`src/rtl/raw10_pkg.sv`:
```
// ---------------------------------------------------------------------------
// raw10_pkg
// Shared constants, the serializer state type and a lane-select helper for
// the RAW10 pixel serializer.
//   PIX_W        : bits per RAW10 pixel
//   QUAD_W       : bits per four-pixel group from the unpacker
//   PIX_PER_QUAD : pixels carried by one quad
//   COORD_W      : width of the x/y coordinate outputs
// ---------------------------------------------------------------------------
package raw10_pkg;

   localparam int PIX_W        = 10;
   localparam int QUAD_W       = 40;
   localparam int PIX_PER_QUAD = 4;
   localparam int COORD_W      = 16;

   typedef enum logic {
      IDLE  = 1'b0,
      SHIFT = 1'b1
   } ser_state_e;

   // Pixel 0 sits in the most significant field of the quad.
   function automatic logic [PIX_W-1:0] quad_pixel(input logic [QUAD_W-1:0] quad,
                                                   input logic [1:0]        lane);
      logic [PIX_W-1:0] pix;
      case (lane)
         2'd0:    pix = quad[QUAD_W-1           -: PIX_W];
         2'd1:    pix = quad[QUAD_W-1 - PIX_W   -: PIX_W];
         2'd2:    pix = quad[QUAD_W-1 - 2*PIX_W -: PIX_W];
         default: pix = quad[QUAD_W-1 - 3*PIX_W -: PIX_W];
      endcase
      return pix;
   endfunction

endpackage

```
`src/rtl/raw10_quad_fifo.sv`:
```
// ---------------------------------------------------------------------------
// raw10_quad_fifo
// Synchronous first-word-fall-through FIFO for 40-bit RAW10 quads.
// The head entry is always presented on dout_o so the serializer can load it
// in the same cycle it pops. Full/empty are registered from the next
// occupancy count.
// Ports:
//   clk_i, reset_n : clock, asynchronous active-low reset
//   wr_en_i, din_i : push a quad (caller guarantees not full, unless popping)
//   rd_en_i        : pop the head (caller guarantees not empty)
//   dout_o         : head of the FIFO
//   full_o/empty_o : registered status
//   count_o        : occupancy, $clog2(DEPTH)+1 bits
// ---------------------------------------------------------------------------
module raw10_quad_fifo
   import raw10_pkg::*;
#(
   parameter  int DEPTH = 4,
   localparam int AW    = $clog2(DEPTH),
   localparam int CW    = AW + 1
) (
   input  logic              clk_i,
   input  logic              reset_n,
   input  logic              wr_en_i,
   input  logic [QUAD_W-1:0] din_i,
   input  logic              rd_en_i,
   output logic [QUAD_W-1:0] dout_o,
   output logic              full_o,
   output logic              empty_o,
   output logic [CW-1:0]     count_o
);

   logic [QUAD_W-1:0] mem_q [DEPTH];
   logic [AW-1:0]     wr_ptr_q;
   logic [AW-1:0]     rd_ptr_q;
   logic [CW-1:0]     count_q;
   logic [CW-1:0]     count_d;
   logic              full_q;
   logic              empty_q;

   always_comb begin
      count_d = count_q + CW'(wr_en_i) - CW'(rd_en_i);
   end

   always_ff @(posedge clk_i or negedge reset_n) begin
      if (!reset_n) begin
         wr_ptr_q <= '0;
         rd_ptr_q <= '0;
         count_q  <= '0;
         full_q   <= 1'b0;
         empty_q  <= 1'b1;
      end else begin
         if (wr_en_i) wr_ptr_q <= wr_ptr_q + 1'b1;
         if (rd_en_i) rd_ptr_q <= rd_ptr_q + 1'b1;
         count_q <= count_d;
         full_q  <= (count_d == CW'(DEPTH));
         empty_q <= (count_d == '0);
      end
   end

   // Storage carries no reset; only the pointers define what is valid.
   always_ff @(posedge clk_i) begin
      if (wr_en_i) mem_q[wr_ptr_q] <= din_i;
   end

   assign dout_o  = mem_q[rd_ptr_q];
   assign full_o  = full_q;
   assign empty_o = empty_q;
   assign count_o = count_q;

endmodule

```
`src/rtl/raw10_pixel_serializer.sv`:
```
// ---------------------------------------------------------------------------
// raw10_pixel_serializer
// Buffers 40-bit RAW10 quads from the unpacker (no backpressure) and emits
// one 10-bit pixel per valid/ready handshake, tagged with x/y coordinates and
// start-of-frame / end-of-line / end-of-frame flags.
// Ports:
//   clk_i, reset_n             : pixel clock, asynchronous active-low reset
//   data_valid_i, data_i       : quad strobe and quad (pixel0 in [39:30])
//   fifo_full_o                : FIFO holds FIFO_DEPTH quads
//   overflow_o                 : sticky, a quad was dropped
//   clear_i                    : clears overflow_o and the x/y counters
//   pixel_valid_o/pixel_ready_i: output handshake
//   pixel_o, x_o, y_o          : pixel and its coordinates
//   sof_o, eol_o, eof_o        : flags, qualified by pixel_valid_o
// Optional build macro RAW10_SER_STATS_EN adds frame_count_o and drop_count_o.
// ---------------------------------------------------------------------------
module raw10_pixel_serializer
   import raw10_pkg::*;
#(
   parameter int FIFO_DEPTH   = 4,
   parameter int LINE_WIDTH   = 640,
   parameter int FRAME_HEIGHT = 480
) (
   input  logic               clk_i,
   input  logic               reset_n,
   input  logic               data_valid_i,
   input  logic [QUAD_W-1:0]  data_i,
   output logic               fifo_full_o,
   output logic               overflow_o,
   input  logic               clear_i,
   output logic               pixel_valid_o,
   input  logic               pixel_ready_i,
   output logic [PIX_W-1:0]   pixel_o,
   output logic [COORD_W-1:0] x_o,
   output logic [COORD_W-1:0] y_o,
   output logic               sof_o,
   output logic               eol_o,
   output logic               eof_o
`ifdef RAW10_SER_STATS_EN
   ,output logic [15:0]       frame_count_o
   ,output logic [15:0]       drop_count_o
`endif
);

   localparam int CW = $clog2(FIFO_DEPTH) + 1;
   localparam logic [COORD_W-1:0] X_LAST = COORD_W'(LINE_WIDTH - 1);
   localparam logic [COORD_W-1:0] Y_LAST = COORD_W'(FRAME_HEIGHT - 1);

   logic              fifo_wr;
   logic              fifo_rd;
   logic              fifo_full;
   logic              fifo_empty;
   logic [QUAD_W-1:0] fifo_dout;
   logic [CW-1:0]     fifo_count;
   logic              fifo_count_unused;
   logic              fifo_has_data;

   ser_state_e        state_q;
   logic [QUAD_W-1:0] quad_q;
   logic [1:0]        lane_q;
   logic              pixel_valid_q;
   logic [PIX_W-1:0]  pixel_q;
   logic              valid_d;

   logic [COORD_W-1:0] x_q, x_d;
   logic [COORD_W-1:0] y_q, y_d;
   logic               sof_q, eol_q, eof_q;
   logic               overflow_q;

   logic handshake;
   logic last_lane;
   logic drop;

   raw10_quad_fifo #(
      .DEPTH (FIFO_DEPTH)
   ) u_fifo (
      .clk_i   (clk_i),
      .reset_n (reset_n),
      .wr_en_i (fifo_wr),
      .din_i   (data_i),
      .rd_en_i (fifo_rd),
      .dout_o  (fifo_dout),
      .full_o  (fifo_full),
      .empty_o (fifo_empty),
      .count_o (fifo_count)
   );

   // Occupancy is only needed inside the FIFO for its full flag.
   assign fifo_count_unused = ^fifo_count;

   assign fifo_has_data = !fifo_empty;
   assign handshake     = pixel_valid_q && pixel_ready_i;
   assign last_lane     = (lane_q == 2'd3);
   // Pop when idle, or when the last lane of the current quad is consumed.
   assign fifo_rd       = fifo_has_data && ((state_q == IDLE) || (handshake && last_lane));
   // A pop in the same cycle frees a slot, so a full FIFO can still accept.
   assign fifo_wr       = data_valid_i && (!fifo_full || fifo_rd);
   assign drop          = data_valid_i && fifo_full && !fifo_rd;

   // Validity of the pixel presented next cycle; gates the registered flags.
   always_comb begin
      valid_d = pixel_valid_q;
      if (state_q == IDLE) begin
         valid_d = fifo_has_data;
      end else if (handshake && last_lane && !fifo_has_data) begin
         valid_d = 1'b0;
      end
   end

   always_ff @(posedge clk_i or negedge reset_n) begin
      if (!reset_n) begin
         state_q       <= IDLE;
         quad_q        <= '0;
         lane_q        <= 2'd0;
         pixel_valid_q <= 1'b0;
         pixel_q       <= '0;
      end else begin
         case (state_q)
            IDLE: begin
               if (fifo_has_data) begin
                  quad_q        <= fifo_dout;
                  lane_q        <= 2'd0;
                  pixel_q       <= quad_pixel(fifo_dout, 2'd0);
                  pixel_valid_q <= 1'b1;
                  state_q       <= SHIFT;
               end
            end
            SHIFT: begin
               if (handshake) begin
                  if (last_lane) begin
                     if (fifo_has_data) begin
                        // Chain straight into the next quad: no bubble.
                        quad_q  <= fifo_dout;
                        lane_q  <= 2'd0;
                        pixel_q <= quad_pixel(fifo_dout, 2'd0);
                     end else begin
                        pixel_valid_q <= 1'b0;
                        state_q       <= IDLE;
                     end
                  end else begin
                     lane_q  <= lane_q + 2'd1;
                     pixel_q <= quad_pixel(quad_q, lane_q + 2'd1);
                  end
               end
            end
            default: state_q <= IDLE;
         endcase
      end
   end

   // Coordinates name the pixel on pixel_o; clear beats a same-cycle advance.
   always_comb begin
      x_d = x_q;
      y_d = y_q;
      if (clear_i) begin
         x_d = '0;
         y_d = '0;
      end else if (handshake) begin
         if (x_q == X_LAST) begin
            x_d = '0;
            y_d = (y_q == Y_LAST) ? '0 : y_q + 1'b1;
         end else begin
            x_d = x_q + 1'b1;
         end
      end
   end

   always_ff @(posedge clk_i or negedge reset_n) begin
      if (!reset_n) begin
         x_q        <= '0;
         y_q        <= '0;
         sof_q      <= 1'b0;
         eol_q      <= 1'b0;
         eof_q      <= 1'b0;
         overflow_q <= 1'b0;
      end else begin
         x_q        <= x_d;
         y_q        <= y_d;
         sof_q      <= valid_d && (x_d == '0) && (y_d == '0);
         eol_q      <= valid_d && (x_d == X_LAST);
         eof_q      <= valid_d && (x_d == X_LAST) && (y_d == Y_LAST);
         overflow_q <= clear_i ? 1'b0 : (overflow_q | drop);
      end
   end

`ifdef RAW10_SER_STATS_EN
   logic [15:0] frame_count_q;
   logic [15:0] drop_count_q;

   always_ff @(posedge clk_i or negedge reset_n) begin
      if (!reset_n) begin
         frame_count_q <= '0;
         drop_count_q  <= '0;
      end else if (clear_i) begin
         frame_count_q <= '0;
         drop_count_q  <= '0;
      end else begin
         if (handshake && eof_q) frame_count_q <= frame_count_q + 16'd1;
         if (drop && (drop_count_q != 16'hFFFF)) drop_count_q <= drop_count_q + 16'd1;
      end
   end

   assign frame_count_o = frame_count_q;
   assign drop_count_o  = drop_count_q;
`endif

   assign fifo_full_o   = fifo_full;
   assign overflow_o    = overflow_q;
   assign pixel_valid_o = pixel_valid_q;
   assign pixel_o       = pixel_q;
   assign x_o           = x_q;
   assign y_o           = y_q;
   assign sof_o         = sof_q;
   assign eol_o         = eol_q;
   assign eof_o         = eof_q;

endmodule

```
`config.mk`:
```
export PLATFORM = sky130hd
export DESIGN_NAME = raw10_pixel_serializer
export DESIGN_NICKNAME = d
export VERILOG_FILES = /design/src/rtl/raw10_pkg.sv /design/src/rtl/raw10_quad_fifo.sv /design/src/rtl/raw10_pixel_serializer.sv
export SDC_FILE = /design/constraint.sdc
export NUM_CORES = 1
export LEC_CHECK = 0
export ABC_AREA = 1
export CAP_MARGIN = 20
export CORE_ASPECT_RATIO = 0.7
export CORE_MARGIN = 10
export CORE_UTILIZATION = 65
export CTS_BUF_LIST = sky130_fd_sc_hd__clkbuf_4
export CTS_CLUSTER_DIAMETER = 40
export DETAILED_ROUTE_END_ITERATION = 12
export GPL_ROUTABILITY_DRIVEN = 1
export PLACE_DENSITY = 0.88
export SLEW_MARGIN = 20
export SYNTH_ARGS = -nofsm -noshare
export SYNTH_HDL_FRONTEND = slang
export SYNTH_SLANG_ARGS = --single-unit
```
`constraint.sdc`:
```
create_clock -name clk_i -period 7.2 [get_ports clk_i]
set_clock_uncertainty 0.1 [all_clocks]
set_input_delay 2.16 -clock clk_i [delete_from_list [all_inputs] [get_ports clk_i]]
set_output_delay 2.16 -clock clk_i [all_outputs]
set_load 0.01 [all_outputs]
```
==> impl_metrics.tcl <==
set metrics [dict create \
    fill_cells 1141 \
    gp_congestion 0.9967 \
    m1WireLength_um 13030 \
    die_area_mm2 0.02366 \
    fp-row-count 40 \
    grt_max_degree 83 \
    syn-num-nets 1268 \
    cts_buffer_depth 3 \
    clk_latency_ns 0.67 \
    viasPerCell 5.905 \
    cp-start-kind "input port" \
    wl_met3_um 3934 \
    p_leak_nw 5.546 \
    worstSetupPathType "input port to register" \
    post-place-ws_ns 0.9842 \
    clockRootBuffer "clkbuf_4" \
    wl_per_cell_um 19.20 \
    core_mm2 0.01732 \
    whs_endpoint "quad_q[34]" \
    num-nets-final 1382 \
    setup_slack_ns 1.622 \
    multiInputGateArea_mm2 0.003692 \
    netlist_area_mm2 0.01159 \
    cp_max_fo 65 \
    holdCritPathClass "register to register" \
    hpwl_um 21180 \
    synth_cells 1210 \
    max_freq_mhz 179.3 \
    postCtsHoldBufs 0 \
    antenna_cells 0 \
    rr_worst_depth 16 \
    min_period_ns 5.578 \
    avgSynthCellArea_um2 9.579 \
    slew-limit-headroom 0.4043 \
    post-route-drc-count 0 \
    status "finished clean" \
    seqPwrFrac 0.549 \
    cts_resized 0 \
    final_common_cell "nor2_1" \
    worst_pin_slew_ns 0.8926 \
    grt_pass1_wl_um 48290 \
    drt_iter0_markers 1294 \
    synth-seq-cells 259 \
    ios 93 \
    min_period_over_period 0.7748 \
    grt_usage 0.2488 \
    switching_share 0.2517 \
    p_sw_uw 841.7 \
    clock-sinks 259 \
    p_comb_frac 0.094 \
    drive_above_1_share 0.1063 \
    yosysTopAreaCell "edfxtp_1" \
    first_pass_iters 9 \
    r2r_slack_ns 2.79 \
    gr-total-overflow 0 \
    drt_wl_total_um 30790 \
    vias 9471 \
    arrival_ns 6.05 \
    yosysUniqueCellTypes 35 \
    start_util 0.6694 \
    portBuffers 92 \
    end_kind "register" \
    numCtsBuffers 58 \
    maxSlewViolCount 0 \
    min_from "quad_q[34]" \
    die-width_um 179.6 \
    reg2reg_to "u_fifo.full_o" \
    drtAntennaViolNets 0 \
    yosysTopAreaCellShare 0.4145 \
    antenna_found_initial 0 \
    cts_tree "built" \
    finalHoldViolCount 0 \
    ys_seq_area_frac 0.6283 \
    setup_viol 0 \
    whs_path_depth 2 \
    mostFrequentLayoutCells "nor2_1 (237), nand2_1 (218), edfxtp_1 (160), inv_1 (108), o21ai_0 (106)" \
    top_layer "met4" \
    grt_pass1_vias 9008 \
    route.met2.wl_um 13410 \
    postCtsSetupBuffers 0 \
    vdd_drop_max_uv 205.1 \
    clkTransAtPathRegs_ns 0.08 \
    clkPwrFrac 0.357 \
    rsz0062_at_grt "false" \
    yosys_warnings 0 \
    critPathRequiredTime_ns 7.67 \
    power_density_mw_per_mm2 247.4 \
    yosys-top-cells-area "edfxtp_1 (41%), dfrtp_1 (21%), nor2_1 (7.8%)" \
    synthToLayoutAreaGrowth_pct 16.60 \
    rr_startpoint "lane_q[1]" \
    internal_power_mw 2.502 \
    maxCapViolations 0 \
    htree_num_levels 2 \
    finalSetupTns_ns 0 \
    register_area_mm2 0.007284 \
    fp.dieH_um 131.7 \
]
critical path, cell delays in order:
cell,delay (ns)
clkdlybuf4s50_1,0.54
nand2_2,0.25
nand2_1,0.32
inv_1,0.24
nor2_1,0.13
inv_1,0.16
nor2_4,0.12
buf_4,0.53
ha_1,0.34
inv_1,0.06
ha_1,0.13
inv_1,0.05
fa_1,0.37
xnor2_1,0.15
xnor2_1,0.23
nor3b_1,0.24
area by class of cell:
type	instances	area share
clock buffers	101	0.05610
well taps	231	0.02138
repair buffers	104	0.07462
multi-input cells	783	0.2732
flip-flops and latches	259	0.5390
inverters	118	0.03277
clock inverters	8	0.002962
cell usage after synthesis:
| cell type | number |
|---|---|
| nor2_1 | 242 |
| inv_1 | 109 |
| clkinv_1 | 3 |
| fa_1 | 1 |
| nand4_1 | 19 |
| a21oi_1 | 27 |
| inv_2 | 6 |
| nand3b_1 | 1 |
| buf_4 | 2 |
| nand2_4 | 1 |
| nor2_2 | 4 |
| o21ai_0 | 106 |
| nand3_2 | 4 |
| nor2_4 | 3 |
| and3_1 | 1 |
| ha_1 | 12 |
| o21bai_1 | 3 |
| a31oi_1 | 31 |
| xor2_1 | 5 |
| buf_1 | 9 |
| xnor2_1 | 2 |
| edfxtp_1 | 160 |
| dfrtp_1 | 98 |
| a22o_1 | 1 |
| nor3_1 | 11 |
| dfstp_2 | 1 |
| o211ai_1 | 9 |
| clkbuf_1 | 27 |
| nand3_4 | 1 |
| nand3_1 | 68 |
| o22ai_1 | 10 |
| nand2_1 | 218 |
| nand2_2 | 2 |
| nor3b_1 | 1 |
| buf_2 | 12 |
registers in the layout (all words and copies together), names as in the netlist, 2 cells and up:
register / flops
y_o: 16
pixel_o: 10
x_o: 16
quad_q: 40
u_fifo.count_o: 3
u_fifo.rd_ptr_q: 2
lane_q: 2
u_fifo.wr_ptr_q: 2
u_fifo.mem_q: 160
how the worst max path moves through the flow:
stage                   from                  to  slack [ns]  depth (start not counted)
3_5_place_dp   pixel_ready_i       u_fifo.full_o        0.98                         16
3_3_place_gp   pixel_ready_i       u_fifo.full_o        1.19                         16
2_1_floorplan  pixel_ready_i  u_fifo.mem_q[0][0]        2.10                         10
6_report       pixel_ready_i       u_fifo.full_o        1.62                         16
4_1_cts        pixel_ready_i       u_fifo.full_o        1.67                         16
5_1_grt        pixel_ready_i       u_fifo.full_o        1.28                         16
metal layers:
metal  GRT usage  vias up
met5           0        -
met4     0.05360        0
met3     0.07762       50
met2      0.3605      618
met1      0.3602     4484
li1            -     4319
power groups by stage:
stage / logic, mW / registers (mW) / clock network [mW]
final: 0.315 / 1.83 / 1.19
after CTS: 0.316 / 1.83 / 1.20
after global routing: 0.344 / 1.85 / 1.29
after detailed placement: 0.315 / 1.86 / 0
after global placement: 0.297 / 1.85 / 0
after floorplan: 0.158 / 1.86 / 0
per-stage QoR:
stage            util  cells  cell area [um^2]  hold WS (ns)  power (mW)
3_5_place_dp   0.7344   1495             12720        0.3871       2.179
4_1_cts        0.7805   1604             13520        0.4066       3.354
5_1_grt        0.7805   1604             13520        0.4380       3.479
2_1_floorplan       -   1210             11590        0.3534       2.015
6_report       0.7805   1604             13520        0.4149       3.343
3_3_place_gp   0.7344   1495             12720        0.3784       2.150
cells by family (layout without fill, tap and decap cells):
family | after synthesis | in the layout | share of synthesized area
AO/OA/AOI/OAI | 187 | 187 | 0.08808
XOR/XNOR | 7 | 7 | 0.005289
adder cells (fa/ha/maj) | 13 | 13 | 0.01468
buffers and inverters | 168 | 331 | 0.05635
flip-flops | 259 | 259 | 0.6283
AND/OR/NAND/NOR | 576 | 576 | 0.2073
(Power assumes the default switching activity.)
